## src/rtl/uart_tx_pkg.sv

```systemverilog
// Shared types and constants for the UART transmit controller.
// Optional build macro: UART_TX_2STOP_EN (two stop cycles per frame).
package uart_tx_pkg;

    typedef enum logic [2:0] {
        IDLE   = 3'd0,
        START  = 3'd1,
        DATA   = 3'd2,
        PARITY = 3'd3,
        STOP   = 3'd4
    } state_t;

    // Output mux select encoding: A=start(0), B=stop/idle(1), C=data, D=parity
    localparam logic [1:0] SEL_START = 2'b00;
    localparam logic [1:0] SEL_STOP  = 2'b01;
    localparam logic [1:0] SEL_DATA  = 2'b10;
    localparam logic [1:0] SEL_PAR   = 2'b11;

    localparam logic PAR_EVEN = 1'b0;
    localparam logic PAR_ODD  = 1'b1;

endpackage

```

## src/rtl/uart_tx_serializer.sv

```systemverilog
// Payload shift stage: holds the latched byte, the bit index and the
// registered serial data bit presented to the output mux.
module uart_tx_serializer #(
    parameter int DATA_WIDTH = 8
) (
    input  logic                  CLK,
    input  logic                  RST,
    input  logic                  load,
    input  logic                  shift_en,
    input  logic [DATA_WIDTH-1:0] p_data,
    output logic                  ser_data,
    output logic                  ser_done
);

    localparam int CNT_W = $clog2(DATA_WIDTH);
    localparam logic [CNT_W-1:0] LAST_IDX = CNT_W'(DATA_WIDTH - 1);

    logic [DATA_WIDTH-1:0] data_r;
    logic [CNT_W-1:0]      bit_cnt_r;
    logic [CNT_W-1:0]      next_cnt_s;

    assign ser_done = (bit_cnt_r == LAST_IDX);

    // Next bit index; wraps to zero after the last payload bit
    always_comb begin
        next_cnt_s = {CNT_W{1'b0}};
        if (ser_done) begin
            next_cnt_s = {CNT_W{1'b0}};
        end else begin
            next_cnt_s = bit_cnt_r + CNT_W'(1);
        end
    end

    // Load on accept so bit 0 is already on ser_data during START; advance in DATA
    always_ff @(posedge CLK or posedge RST) begin
        if (RST) begin
            data_r    <= {DATA_WIDTH{1'b0}};
            bit_cnt_r <= {CNT_W{1'b0}};
            ser_data  <= 1'b0;
        end else if (load) begin
            data_r    <= p_data;
            bit_cnt_r <= {CNT_W{1'b0}};
            ser_data  <= p_data[0];
        end else if (shift_en) begin
            bit_cnt_r <= next_cnt_s;
            ser_data  <= data_r[next_cnt_s];
        end else begin
            bit_cnt_r <= bit_cnt_r;
            ser_data  <= ser_data;
        end
    end

endmodule

```

## src/rtl/uart_tx_ctrl.sv

```systemverilog
// UART transmit frame sequencer driving the TX 4:1 output mux.
// Frame: start, LSB-first data, optional parity, stop; one CLK per bit.
// Optional build macro: UART_TX_2STOP_EN stretches STOP to two cycles.
module uart_tx_ctrl
    import uart_tx_pkg::*;
#(
    parameter int DATA_WIDTH = 8
) (
    input  logic                  CLK,
    input  logic                  RST,
    input  logic [DATA_WIDTH-1:0] P_DATA,
    input  logic                  Data_Valid,
    input  logic                  PAR_EN,
    input  logic                  PAR_TYP,
    output logic [1:0]            mux_sel,
    output logic                  ser_data,
    output logic                  par_bit,
    output logic                  busy
);

    state_t state;
    logic   par_en_r;
    logic   stop_last_s;
    logic   load_s;
    logic   shift_en_s;
    logic   ser_done_s;

    function automatic logic calc_parity(input logic [DATA_WIDTH-1:0] d, input logic typ);
        if (typ == PAR_EVEN) begin
            return ^d;
        end else begin
            return ~^d;
        end
    endfunction

`ifdef UART_TX_2STOP_EN
    logic stop_cnt_r;

    // Tracks which of the two stop cycles is current
    always_ff @(posedge CLK or posedge RST) begin
        if (RST) begin
            stop_cnt_r <= 1'b0;
        end else if (state == STOP) begin
            stop_cnt_r <= ~stop_cnt_r;
        end else begin
            stop_cnt_r <= 1'b0;
        end
    end

    assign stop_last_s = stop_cnt_r;
`else
    assign stop_last_s = 1'b1;
`endif

    // A new byte is taken only when idle or at the very end of the stop period
    assign load_s     = Data_Valid && ((state == IDLE) || ((state == STOP) && stop_last_s));
    assign shift_en_s = (state == DATA);

    uart_tx_serializer #(
        .DATA_WIDTH (DATA_WIDTH)
    ) u_serializer (
        .CLK      (CLK),
        .RST      (RST),
        .load     (load_s),
        .shift_en (shift_en_s),
        .p_data   (P_DATA),
        .ser_data (ser_data),
        .ser_done (ser_done_s)
    );

    // Frame sequencer with registered mux select, parity and busy
    always_ff @(posedge CLK or posedge RST) begin
        if (RST) begin
            state    <= IDLE;
            mux_sel  <= SEL_STOP;
            par_bit  <= 1'b0;
            busy     <= 1'b0;
            par_en_r <= 1'b0;
        end else begin
            case (state)
                IDLE: begin
                    if (load_s) begin
                        state    <= START;
                        mux_sel  <= SEL_START;
                        busy     <= 1'b1;
                        par_en_r <= PAR_EN;
                        par_bit  <= calc_parity(P_DATA, PAR_TYP);
                    end else begin
                        mux_sel  <= SEL_STOP;
                        busy     <= 1'b0;
                    end
                end
                START: begin
                    state   <= DATA;
                    mux_sel <= SEL_DATA;
                end
                DATA: begin
                    if (ser_done_s && par_en_r) begin
                        state   <= PARITY;
                        mux_sel <= SEL_PAR;
                    end else if (ser_done_s) begin
                        state   <= STOP;
                        mux_sel <= SEL_STOP;
                    end else begin
                        mux_sel <= SEL_DATA;
                    end
                end
                PARITY: begin
                    state   <= STOP;
                    mux_sel <= SEL_STOP;
                end
                STOP: begin
                    if (!stop_last_s) begin
                        mux_sel <= SEL_STOP;
                    end else if (load_s) begin
                        // Back-to-back frame: straight into START, busy stays high
                        state    <= START;
                        mux_sel  <= SEL_START;
                        busy     <= 1'b1;
                        par_en_r <= PAR_EN;
                        par_bit  <= calc_parity(P_DATA, PAR_TYP);
                    end else begin
                        state   <= IDLE;
                        mux_sel <= SEL_STOP;
                        busy    <= 1'b0;
                    end
                end
                default: begin
                    state   <= IDLE;
                    mux_sel <= SEL_STOP;
                    busy    <= 1'b0;
                end
            endcase
        end
    end

endmodule
```

## config.mk

```make
export PLATFORM = sky130hd
export DESIGN_NAME = uart_tx_ctrl
export DESIGN_NICKNAME = d
export VERILOG_FILES = /design/src/rtl/uart_tx_pkg.sv /design/src/rtl/uart_tx_serializer.sv /design/src/rtl/uart_tx_ctrl.sv
export SDC_FILE = /design/constraint.sdc
export NUM_CORES = 1
export LEC_CHECK = 0
export CAP_MARGIN = 20
export CORE_MARGIN = 2
export CORE_UTILIZATION = 50
export CTS_BUF_LIST = sky130_fd_sc_hd__clkbuf_16
export CTS_CLUSTER_SIZE = 20
export DETAILED_ROUTE_END_ITERATION = 8
export PLACE_DENSITY = 0.8
export SLEW_MARGIN = 15
export SYNTH_ARGS = -nofsm -noshare
export SYNTH_HDL_FRONTEND = slang
export SYNTH_SLANG_ARGS = --single-unit
```

## constraint.sdc

```tcl
create_clock -name CLK -period 2.6 [get_ports CLK]
set_input_delay 0.26 -clock CLK [delete_from_list [all_inputs] [get_ports CLK]]
set_output_delay 0.26 -clock CLK [all_outputs]
set_load 0.02 [all_outputs]
```

==> results.yml <==
timing:
  setup_viol: 0
  slew_headroom_pct: 50.4
  finalCritPeriodShare_pct: 76.1
  maxSlewViolCount: 0
  clock_skew_ns: 0.00246
  hold_viol: 0
  worst_slack_ns: 0.622
  period_needed_ns: 1.98
  tns_ns: 0
  worstMarginPinSlew_ns: 0.743
  max_freq_ghz: 0.506
  rsz0062_at_grt: "false"
worst_setup_path:
  cp-start-kind: "register"
  critPathKind: "reg2reg"
  cp.arrival_ns: 2.12
  worstPathRequired_ns: 2.74
  worstPathMaxFanout: 4
  crit_path_end_kind: "register"
  ff2ff_setup_slack_ns: 0.62
  crit_start: "u_serializer.bit_cnt_r[0]"
  crit_path_end: "u_serializer.ser_data"
  reg2reg_depth: 6
  reg2reg_to: "u_serializer.ser_data"
  r2r_start: "u_serializer.bit_cnt_r[0]"
floorplanning:
  dieWidth_um: 48.4
  core_region_area_um2: 1900
  rows: 16
  boundaryPins: 18
  dieHeight_um: 48.4
  start_util_pct: 51.9
  die-area_um2: 2350
yosys:
  syn_area_per_cell_um2: 12.7
  yosysSeqAreaShare_pct: 50.8
  synth_flop_cell: "dfrtp_1"
  async_flop_share_pct: 100
  synth_nets: 94
  synth-seq-cells: 20
  yosys.cell_types.count: 31
  synth_edf_count: 0
  syn-cell-area_um2: 987
  syn_inst: 78
  synth_warnings: 0
placement:
  gp_congestion: 0.719
  place_inst: 121
  io_buffer_count: 17
  dp_slack_ns: 0.666
  dpl.hpwl_um: 1290
global_route:
  grt_pass1_wl_um: 3140
  grt_pass1_vias: 680
  grt_usage_pct: 17.9
  grt.overflow.total: 0
  grt_antenna_before_repair: 0
  grt_max_degree: 21
clocking:
  cts_resized: 0
  cts_buffers: 3
  cts_max_level: 1
  cts_setup_buffers: 0
  clkSinkCount: 20
  cts_tree: "built"
  path_clk_slew_ns: 0.05
  root_buffer: "clkbuf_16"
  cts_hold_buf: 0
  clock_latency_ns: 0.25
  cts_buffer_depth: 2
finish:
  area_growth_syn_to_layout_pct: 28.1
  finalNonFillerCells: 125
  n_fill_cell: 147
  area.sequential_um2: 502
  nets: 115
  drive_gt1_share_pct: 17.3
  multiInputGateArea_um2: 462
  diodes: 0
  layout_common_cells: "19 x dfrtp_1, 17 x clkdlybuf4s50_1, 9 x mux2_2"
  final_common_cell: "dfrtp_1"
drt:
  antenna_left: 0
  drc_errors: 0
  finalWirelength_um: 1760
  routed_via_density: 5.27
  first_pass_iters: 4
  routed-via-count: 659
  first_iter_violations: 5
  wire_per_inst_um: 14.0
power:
  p_leak_nw: 0.563
  power_density_nw_per_um2: 1160
  ir_drop_mv: 0.656
min_path:
  min_path_type: "in2async"
flow_run:
  cap_violations: 0
status:
  outcome: "complete, no violations"
## worst max-delay path, stage by stage, from the launching register on
cell and delay (ns):
dfrtp_1 0.40, ha_1 0.23, ha_1 0.20, nor2_1 0.27, mux4_2 0.34, or2_0 0.22
a41o_1 0.21
## flip-flops by register name (all words and copies together) (netlist names)
name	flops
u_serializer.bit_cnt_r	3
par_en_r	1
mux_sel	2
state	3
par_bit	1
u_serializer.data_r	8
busy	1
u_serializer.ser_data	1
## cell families after synthesis
family / synth area share [%]
flops: 50.8
fa+ha+maj: 3.80
xor+xnor: 7.60
buf+inv: 2.41
compound gates: 10.1
mux: 15.1
simple gates: 10.1
## final cells by class
class	instances	share of cell area (%)
timing repair buffer	18	14.0
clock inverter	1	0.297
multi-input combinational	53	36.5
inverter	3	0.890
tap	27	2.67
sequential	20	39.7
clock buffer	3	5.93
## power breakdown
group | total [mW] | switching, mW | leakage, nW | internal [mW]
combinational | 0.587 | 0.255 | 0.278 | 0.333
sequential | 0.571 | 0.106 | 0.243 | 0.465
clock | 0.314 | 0.110 | 0.0423 | 0.205
## worst min-delay path by stage
stage | startpoint | end | slack (ns) | cells past startpoint
floorplan | RST | busy | 0.22 | 1
global placement | state[2] | state[1] | 0.49 | 1
detailed placement | u_serializer.bit_cnt_r[1] | u_serializer.bit_cnt_r[1] | 0.49 | 1
CTS | RST | par_en_r | 0.49 | 2
global route | RST | u_serializer.ser_data | 0.53 | 2
finish | RST | par_en_r | 0.44 | 2
## stage by stage
step           util, %  hold slack [ns]  power (mW)  area [um^2]
3_5_place_dp      62.4            0.490        1.16         1190
3_3_place_gp      62.4            0.489        1.14         1190
5_1_grt           66.5            0.529        1.58         1260
2_1_floorplan        -            0.223       0.983          987
6_report          66.5            0.444        1.47         1260
4_1_cts           66.5            0.486        1.49         1260
## per-layer routing
layer / vias up / share of wire (%) / global-route usage [%] / wire length (um)
met1: 314 / 44 / 22.5 / 770
met2: 21 / 49 / 29.4 / 858
li1: 317 / - / - / -
met3: 7 / 4.6 / 3.40 / 80
met4: 0 / 2.6 / 10.0 / 46
met5: - / 0 / 0 / 0
## synthesized netlist by cell type, drive strengths merged, types with 2 or more instances
master	number	area, um^2
a22o	3	26.3
xnor2	5	43.8
ha	3	37.5
a21oi	3	15.0
nor2	5	18.8
buf	2	12.5
nand2b	4	25.0
o21a	2	15.0
o21ai	2	10.0
inv	3	11.3
mux2	10	116
dfrtp	19	475
Power figures use the tool's default switching activity.
